**src/rtl/manchester_frame_sync.sv**
```systemverilog
// Sync-word hunter and byte packer behind the Manchester decoder; emits fixed-length frames.
// Optional frame statistics outputs are enabled with `define FRAME_SYNC_STATS_EN.
module manchester_frame_sync #(
  parameter logic [7:0] SYNC_WORD    = 8'hD5,
  parameter int         FRAME_LEN    = 4,
  parameter int         IDLE_TIMEOUT = 64
) (
  input  logic       aclk,
  input  logic       areset,
  input  logic [1:0] decoded_bits,
  input  logic [1:0] num_decoded_bits,
  output logic [7:0] m_tdata,
  output logic       m_tvalid,
  output logic       m_tlast,
  output logic       locked,
  output logic       frame_abort,
  output logic       in_error
`ifdef FRAME_SYNC_STATS_EN
  ,
  output logic [15:0] frames_ok,
  output logic [15:0] frames_aborted
`endif
);

  typedef enum logic {HUNT = 1'b0, LOCKED = 1'b1} state_t;

  localparam logic [7:0]  LAST_IDX = 8'(FRAME_LEN - 1);
  localparam logic [16:0] TIMEOUT  = 17'(IDLE_TIMEOUT);

  state_t      state_reg, state_next;
  logic [7:0]  hunt_reg, hunt_next;
  logic [3:0]  fill_reg, fill_next;
  logic [7:0]  shift_reg, shift_next;
  logic [2:0]  bit_cnt_reg, bit_cnt_next;
  logic [7:0]  byte_cnt_reg, byte_cnt_next;
  logic [15:0] idle_reg, idle_next;
  logic [7:0]  tdata_reg, tdata_next;
  logic        tvalid_reg, tvalid_next;
  logic        tlast_reg, tlast_next;
  logic        abort_reg, abort_next;
  logic        error_reg, error_next;
  logic [1:0]  n_bits;
  logic        bit_val;

  always_comb begin
    state_next    = state_reg;
    hunt_next     = hunt_reg;
    fill_next     = fill_reg;
    shift_next    = shift_reg;
    bit_cnt_next  = bit_cnt_reg;
    byte_cnt_next = byte_cnt_reg;
    idle_next     = 16'd0;
    tdata_next    = tdata_reg;
    tvalid_next   = 1'b0;
    tlast_next    = 1'b0;
    abort_next    = 1'b0;
    error_next    = (num_decoded_bits == 2'd3);
    n_bits        = (num_decoded_bits == 2'd3) ? 2'd0 : num_decoded_bits;
    bit_val       = 1'b0;

    // Bits are walked in arrival order so a state change on bit [0] applies to bit [1].
    for (int i = 0; i < 2; i++) begin
      if (n_bits > 2'(i)) begin
        bit_val = decoded_bits[i];
        if (state_next == HUNT) begin
          hunt_next = {hunt_next[6:0], bit_val};
          if (fill_next != 4'd8) fill_next = fill_next + 4'd1;
          if (fill_next == 4'd8 && hunt_next == SYNC_WORD) begin
            state_next    = LOCKED;
            hunt_next     = 8'd0;
            fill_next     = 4'd0;
            shift_next    = 8'd0;
            bit_cnt_next  = 3'd0;
            byte_cnt_next = 8'd0;
          end
        end else begin
          shift_next = {shift_next[6:0], bit_val};
          if (bit_cnt_next == 3'd7) begin
            bit_cnt_next = 3'd0;
            tdata_next   = shift_next;
            tvalid_next  = 1'b1;
            if (byte_cnt_next == LAST_IDX) begin
              tlast_next    = 1'b1;
              state_next    = HUNT;
              byte_cnt_next = 8'd0;
              hunt_next     = 8'd0;
              fill_next     = 4'd0;
            end else begin
              byte_cnt_next = byte_cnt_next + 8'd1;
            end
          end else begin
            bit_cnt_next = bit_cnt_next + 3'd1;
          end
        end
      end
    end

    // Idle cycles only count while locked; any consumed bit restarts the count.
    if (state_reg == LOCKED && n_bits == 2'd0) begin
      if ({1'b0, idle_reg} + 17'd1 == TIMEOUT) begin
        abort_next    = 1'b1;
        state_next    = HUNT;
        shift_next    = 8'd0;
        bit_cnt_next  = 3'd0;
        byte_cnt_next = 8'd0;
        hunt_next     = 8'd0;
        fill_next     = 4'd0;
      end else begin
        idle_next = idle_reg + 16'd1;
      end
    end
  end

`ifdef FRAME_SYNC_STATS_EN
  logic [15:0] frames_ok_reg, frames_aborted_reg;
`endif

  always_ff @(posedge aclk) begin
    if (areset) begin
      state_reg    <= HUNT;
      hunt_reg     <= 8'd0;
      fill_reg     <= 4'd0;
      shift_reg    <= 8'd0;
      bit_cnt_reg  <= 3'd0;
      byte_cnt_reg <= 8'd0;
      idle_reg     <= 16'd0;
      tdata_reg    <= 8'd0;
      tvalid_reg   <= 1'b0;
      tlast_reg    <= 1'b0;
      abort_reg    <= 1'b0;
      error_reg    <= 1'b0;
`ifdef FRAME_SYNC_STATS_EN
      frames_ok_reg      <= 16'd0;
      frames_aborted_reg <= 16'd0;
`endif
    end else begin
      state_reg    <= state_next;
      hunt_reg     <= hunt_next;
      fill_reg     <= fill_next;
      shift_reg    <= shift_next;
      bit_cnt_reg  <= bit_cnt_next;
      byte_cnt_reg <= byte_cnt_next;
      idle_reg     <= idle_next;
      tdata_reg    <= tdata_next;
      tvalid_reg   <= tvalid_next;
      tlast_reg    <= tlast_next;
      abort_reg    <= abort_next;
      error_reg    <= error_next;
`ifdef FRAME_SYNC_STATS_EN
      if (tlast_next) frames_ok_reg <= frames_ok_reg + 16'd1;
      if (abort_next) frames_aborted_reg <= frames_aborted_reg + 16'd1;
`endif
    end
  end

  assign m_tdata     = tdata_reg;
  assign m_tvalid    = tvalid_reg;
  assign m_tlast     = tlast_reg;
  assign locked      = (state_reg == LOCKED);
  assign frame_abort = abort_reg;
  assign in_error    = error_reg;
`ifdef FRAME_SYNC_STATS_EN
  assign frames_ok      = frames_ok_reg;
  assign frames_aborted = frames_aborted_reg;
`endif

endmodule

```
**config.mk**
```make
export PLATFORM = sky130hd
export DESIGN_NAME = manchester_frame_sync
export DESIGN_NICKNAME = d
export VERILOG_FILES = /design/src/rtl/manchester_frame_sync.sv
export SDC_FILE = /design/constraint.sdc
export NUM_CORES = 1
export LEC_CHECK = 0
export CORE_MARGIN = 2
export CORE_UTILIZATION = 30
export CTS_CLUSTER_SIZE = 14
export DETAILED_ROUTE_END_ITERATION = 12
export PLACE_DENSITY_LB_ADDON = 0.25
export SLEW_MARGIN = 10
export SYNTH_ARGS = -nofsm -noshare
export SYNTH_HDL_FRONTEND = slang
export SYNTH_SLANG_ARGS = --single-unit
```
**constraint.sdc**
```tcl
create_clock -name aclk -period 4.26 [get_ports aclk]
set_input_delay 0.852 -clock aclk [delete_from_list [all_inputs] [get_ports aclk]]
set_output_delay 0.852 -clock aclk [all_outputs]
set_load 0.05 [all_outputs]
```
==> flow_summary.json <==
{
  "status": "completed",
  "synthArstFlopShare_pct": 0,
  "postSynthNetCount": 501,
  "largest_reg_flops": 16,
  "fp-row-count": 40,
  "worstReg2RegStart": "fill_reg[0]",
  "cpMaxStageDelayCell": "clkdlybuf4s50_1",
  "setup_viol": 0,
  "crit_chain": "clkdlybuf4s50_1, inv_1, ha_1, inv_1, buf_4, o211ai_1, inv_1, ha_1, nor2b_1, o2111ai_1, nor4b_4, nand4bb_2, nand3b_2, buf_12, o22ai_1",
  "required_ns": 4.46,
  "total_power_mw": 1.667,
  "io_pins": 19,
  "synth_compound_area_share_pct": 27.39,
  "rsz0062_at_grt": "false",
  "vdd_ir_drop_max_mv": 0.1962,
  "path_class": "input pin to register",
  "grt.overflow.total": 0,
  "drt-total-wl_mm": 10.84,
  "syn2layout_area_growth_pct": 23.68,
  "synthXorXnorAreaFrac_pct": 5.565,
  "die_h_um": 116.2,
  "synth_simple_gate_area_share_pct": 25.21,
  "path_clk_slew_ns": 0.05,
  "n_fill_cell": 1238,
  "finalSetupTns_ns": 0,
  "r2r_cells": 14,
  "cts.path.max_buffers": 2,
  "holdBufCountCts": 0,
  "start_util_pct": 31.06,
  "skew_ns": 0.006813,
  "routed_via_density": 5.514,
  "crit_top_cell": "inv_1",
  "min_path_cells": 1,
  "multi_input_area_mm2": 0.002412,
  "fmax_mhz": 254.9,
  "power_density_mw_per_mm2": 356.8,
  "io_buffers": 18,
  "r2r_slack_ns": 0.46,
  "cp-end-kind": "register",
  "cts_buffers": 9,
  "clock-sinks": 58,
  "fin_crit_sh_pct": 92.08,
  "die_w_um": 116.2,
  "startpoint": "num_decoded_bits[0]",
  "tritoncts": "built",
  "ctsResizeCount": 0,
  "synthMuxAreaShare_pct": 1.391,
  "clk_latency_ns": 0.33,
  "synth_flop_cell": "dfxtp_1",
  "n_antenna_cell": 0,
  "nets": 538,
  "cp-start-kind": "input pin",
  "dp_hpwl_mm": 8.123,
  "finalHoldViolations": 0,
  "htree_levels": 3,
  "synth_cell_types": 68,
  "synthCells": 482,
  "drt_pass1_iterations": 5,
  "regArea_mm2": 0.001161,
  "gp_congestion": 0.8551,
  "hp-start": "idle_reg[0]",
  "fin_cells": 692,
  "maxSlewViolCount": 0,
  "hold_class": "register to register",
  "core-area_mm2": 0.01216,
  "wl_per_cell_um": 15.66,
  "cts-root-buf": "clkbuf_16",
  "hold_slack_ns": 0.4904,
  "cts_setup_buffers": 0,
  "dp_cells": 676,
  "drt_iter0_markers": 308,
  "grt_max_degree": 18,
  "p_leak_nw": 1.681,
  "antenna_found_initial": 0,
  "synthMostInstantiatedCell": "nor2_1",
  "relSlewSlack_pct": 37.65,
  "drc_errors": 0,
  "synth-edff-count": 0,
  "synth_top_family_by_area": "compound AO/OA/AOI/OAI gates",
  "synthTopCellsByCount": "nor2_1, dfxtp_1, nand2_1, a21oi_1, inv_1",
  "slowest_delay_ns": 0.48,
  "synth_fa_ha_area_share_pct": 4.306,
  "vias": 3816,
  "ant_nets": 0,
  "synth.cell_area_mm2": 0.003777,
  "synth_top_cell_by_area": "dfxtp_1",
  "synth_area_leaders": "dfxtp_1, nor2_1, ha_1, nand2_1, xnor2_1",
  "cp.arrival_ns": 4.13,
  "crit_fanout": 15,
  "ys_ff_latch": 58,
  "synth_top_area_share_pct": 30.74,
  "yosysSeqAreaShare_pct": 30.74,
  "grt_pass1_vias": 3458,
  "grt_use_total_pct": 16.73,
  "drive_gt1_share_pct": 12.21,
  "avgSynthCellArea_um2": 7.837,
  "tightest_slew_ns": 0.9317,
  "ys_warn_count": 0,
  "cap_violations": 0,
  "die_area_mm2": 0.01350,
  "grt_pass1_wl_mm": 17.68,
  "fin_crit_ns": 3.923
}
layer usage:
layer  vias up  GRT usage (%)  part of all wire, %
met3        15          3.425                  4.8
met1      1822          22.92                   48
li1       1870              -                    -
met4         0          5.952                  1.8
met2       109          26.16                   45
met5         -              0                    0
power breakdown:
group	switching, mW	total (mW)	internal, mW
Sequential	0.0226	0.582	0.559
Combinational	0.134	0.230	0.0964
Clock	0.252	0.855	0.603
Total	0.408	1.67	1.26
worst max-delay path, delay by kind of cell:
kind | cells | cell delay (ns)
AND/OR/NAND/NOR | 4 | 0.81
adder cells (fa/ha/maj) | 2 | 0.73
AO/OA/AOI/OAI | 3 | 0.69
buffers and inverters | 6 | 1.05
path summary, 6_finish.rpt:
kind,end
max,shift_reg[2]
min,idle_reg[0]
max reg2reg,m_tdata[1]
min reg2reg,idle_reg[0]
cell type report:
type	instances	area share, %
clock buffer	12	5.490
clock inverter	4	2.089
inverter	21	1.687
multi-input combinational	376	51.63
sequential	58	24.85
tap	168	4.499
timing repair buffer	53	9.748
cell usage in the layout, fill, tap and decap left out, drive strengths merged, types with 16 or more instances in the layout:
cell type	instances
nor2	64
dfxtp	58
nand2	35
buf	35
a21oi	24
inv	21
clkdlybuf4s50	18
o21ai	18
nor3	17
a22oi	16
nand3	16
cells by family (layout without fill, tap and decap cells):
family	after synthesis	count (layout)
muxes	5	5
adders and majority gates	13	13
AOI/OAI and AO/OA	144	144
DFF	58	58
and+or+nand+nor	190	190
buffers and inverters	48	90
xor gates and xnor gates	24	24
metrics by stage:
stage               setup WS (ns)  cell area (um2)  utilization [%]
floorplan                  0.5251             3777                -
global placement          0.06487             4318            35.50
detailed placement        0.01095             4318            35.50
CTS                        0.3567             4672            38.42
global route               0.1410             4672            38.42
finish                     0.3372             4672            38.42
Power figures use the tool's default switching activity.
==> RTL change (config.mk and constraints unchanged) <==
The option `FRAME_SYNC_STATS_EN` is turned on by a define.
--- a/src/rtl/manchester_frame_sync.sv
+++ b/src/rtl/manchester_frame_sync.sv
@@ -1,5 +1,7 @@
 // Sync-word hunter and byte packer behind the Manchester decoder; emits fixed-length frames.
 // Optional frame statistics outputs are enabled with `define FRAME_SYNC_STATS_EN.
+`define FRAME_SYNC_STATS_EN
+
 module manchester_frame_sync #(
   parameter logic [7:0] SYNC_WORD    = 8'hD5,
   parameter int         FRAME_LEN    = 4,
Behaviour (old outputs only; new: frames_aborted and frames_ok): unchanged (Yosys induction, for registers that start in step).
==> RTL change against the original RTL <==
Cell area is 42% higher. Synthesized area increased by 42%. Die area increased by 40%. Total power rose by 19%. Setup slack worse by 0.055 ns. Wire length grew 35%. Clock skew about the same. Critical path depth grew 1. Hold slack lost 0.015 ns. Non-clock buffer count grew 40. Sequential cell count is 32 higher. Sequential share of layout area is 2.4 points higher.
==> RTL change: results (changes against the original RTL) <==
Tightest Pin Transition 0.7149 ns (-0.2168 ns); Synth cell types 75 (+10%); # fillers 1,742 (+41%); largest net degree at the start of global routing 46 (+28); status completed; Mapped Nets 676 (+35%); Crit path max-delay family compound AO/OA/AOI/OAI gates; Final Skew 0.006479 ns (-0.0003347 ns); Clk pwr share 0.415 (-0.098); RD Place Congestion 0.8988 (+5.1%); Non-clock buffers 93 (+75%); placed cell count 936 (+38%); hold_ws 0.4753 ns (-0.01516 ns); top cells by count, synth dfxtp_1, nor2_1, nand2_1, nand3_1; RR Endpoint frames_ok[15]$_SDFFE_PP0P_; share of cells above drive strength 1 0.1320 (+0.009912); Nets 744 (+38%); routed wire length 14,680 um (+35%); post-DP HPWL 10,910 um (+34%); worst reg-to-reg path cell count 16 (+2); reg-to-reg setup timing slack 0.30 ns (-0.16 ns); clock buffer count in the final layout 11 (-1); routed wire length per instance 15.41 um (-1.6%); internal power 1442 uW (+15%); Synth Area per Inst 8.181 um2 (+4.4%); register area share after synthesis 0.3368 (+0.02938); Inverters 25 (+19%); worst vdd ir 0.0002019 V (+2.9%); Clk Latency, worst-skew pair 0.35 ns (+0.02 ns); synth top area cells dfxtp_1, nor2_1, ha_1, nand2_1, nand3_1; Register Area 1803 um2 (+55%); vias in the first global route 4,815 (+39%); Non-clock buffers, area share 0.1237 (+0.02619); row cnt 48 (+20%); Pwr Total 1978 uW (+19%); CTS sink cnt 90 (+55%); Worst EP arrival 4.26 ns (+0.13 ns); Clock Pin Slew Worst Setup and Hold Paths 0.07 ns (+0.02 ns); vias 5,154 (+35%); I/O Buffers 50 (+32); fraction of area in multi-input gates 0.5009 (-0.01539); DRT iter0 DRCs 363 (+18%); Critical R2R Launch fill_reg[1]$_SDFF_PP0_; clock network area share 0.04614 (-0.02965); Pleak 0.002420 uW (+44%)
## RTL change: layer usage
layer / global-route usage / up-vias / share of wire
li1: - / 2548 / -
met1: 0.2186 / 2458 / 0.48
met2: 0.2441 / 132 / 0.45
met3: 0.03606 / 16 / 0.051
met4: 0.04124 / 0 / 0.012
met5: 0 / - / 0
## RTL change: stage by stage
| stage | setup TNS, ns | worst slack [ns] | utilization |
|---|---|---|---|
| after floorplan | 0 | 0.07098 | - |
| after global placement | 0 | 0.1062 | 0.3635 |
| after detailed placement | -0.1078 | -0.05283 | 0.3635 |
| after CTS | 0 | 0.2082 | 0.3811 |
| after global routing | 0 | 0.03710 | 0.3812 |
| final | 0 | 0.2817 | 0.3812 |
## RTL change: cells by family after synthesis
group | count (synthesis) | synth area share
AOI/OAI and AO/OA | 160 | 0.2229
adders and majority gates | 16 | 0.03742
DFF | 90 | 0.3368
muxes | 16 | 0.03251
and+or+nand+nor | 278 | 0.2687
xor gates and xnor gates | 33 | 0.05543
buffers and inverters | 61 | 0.04630
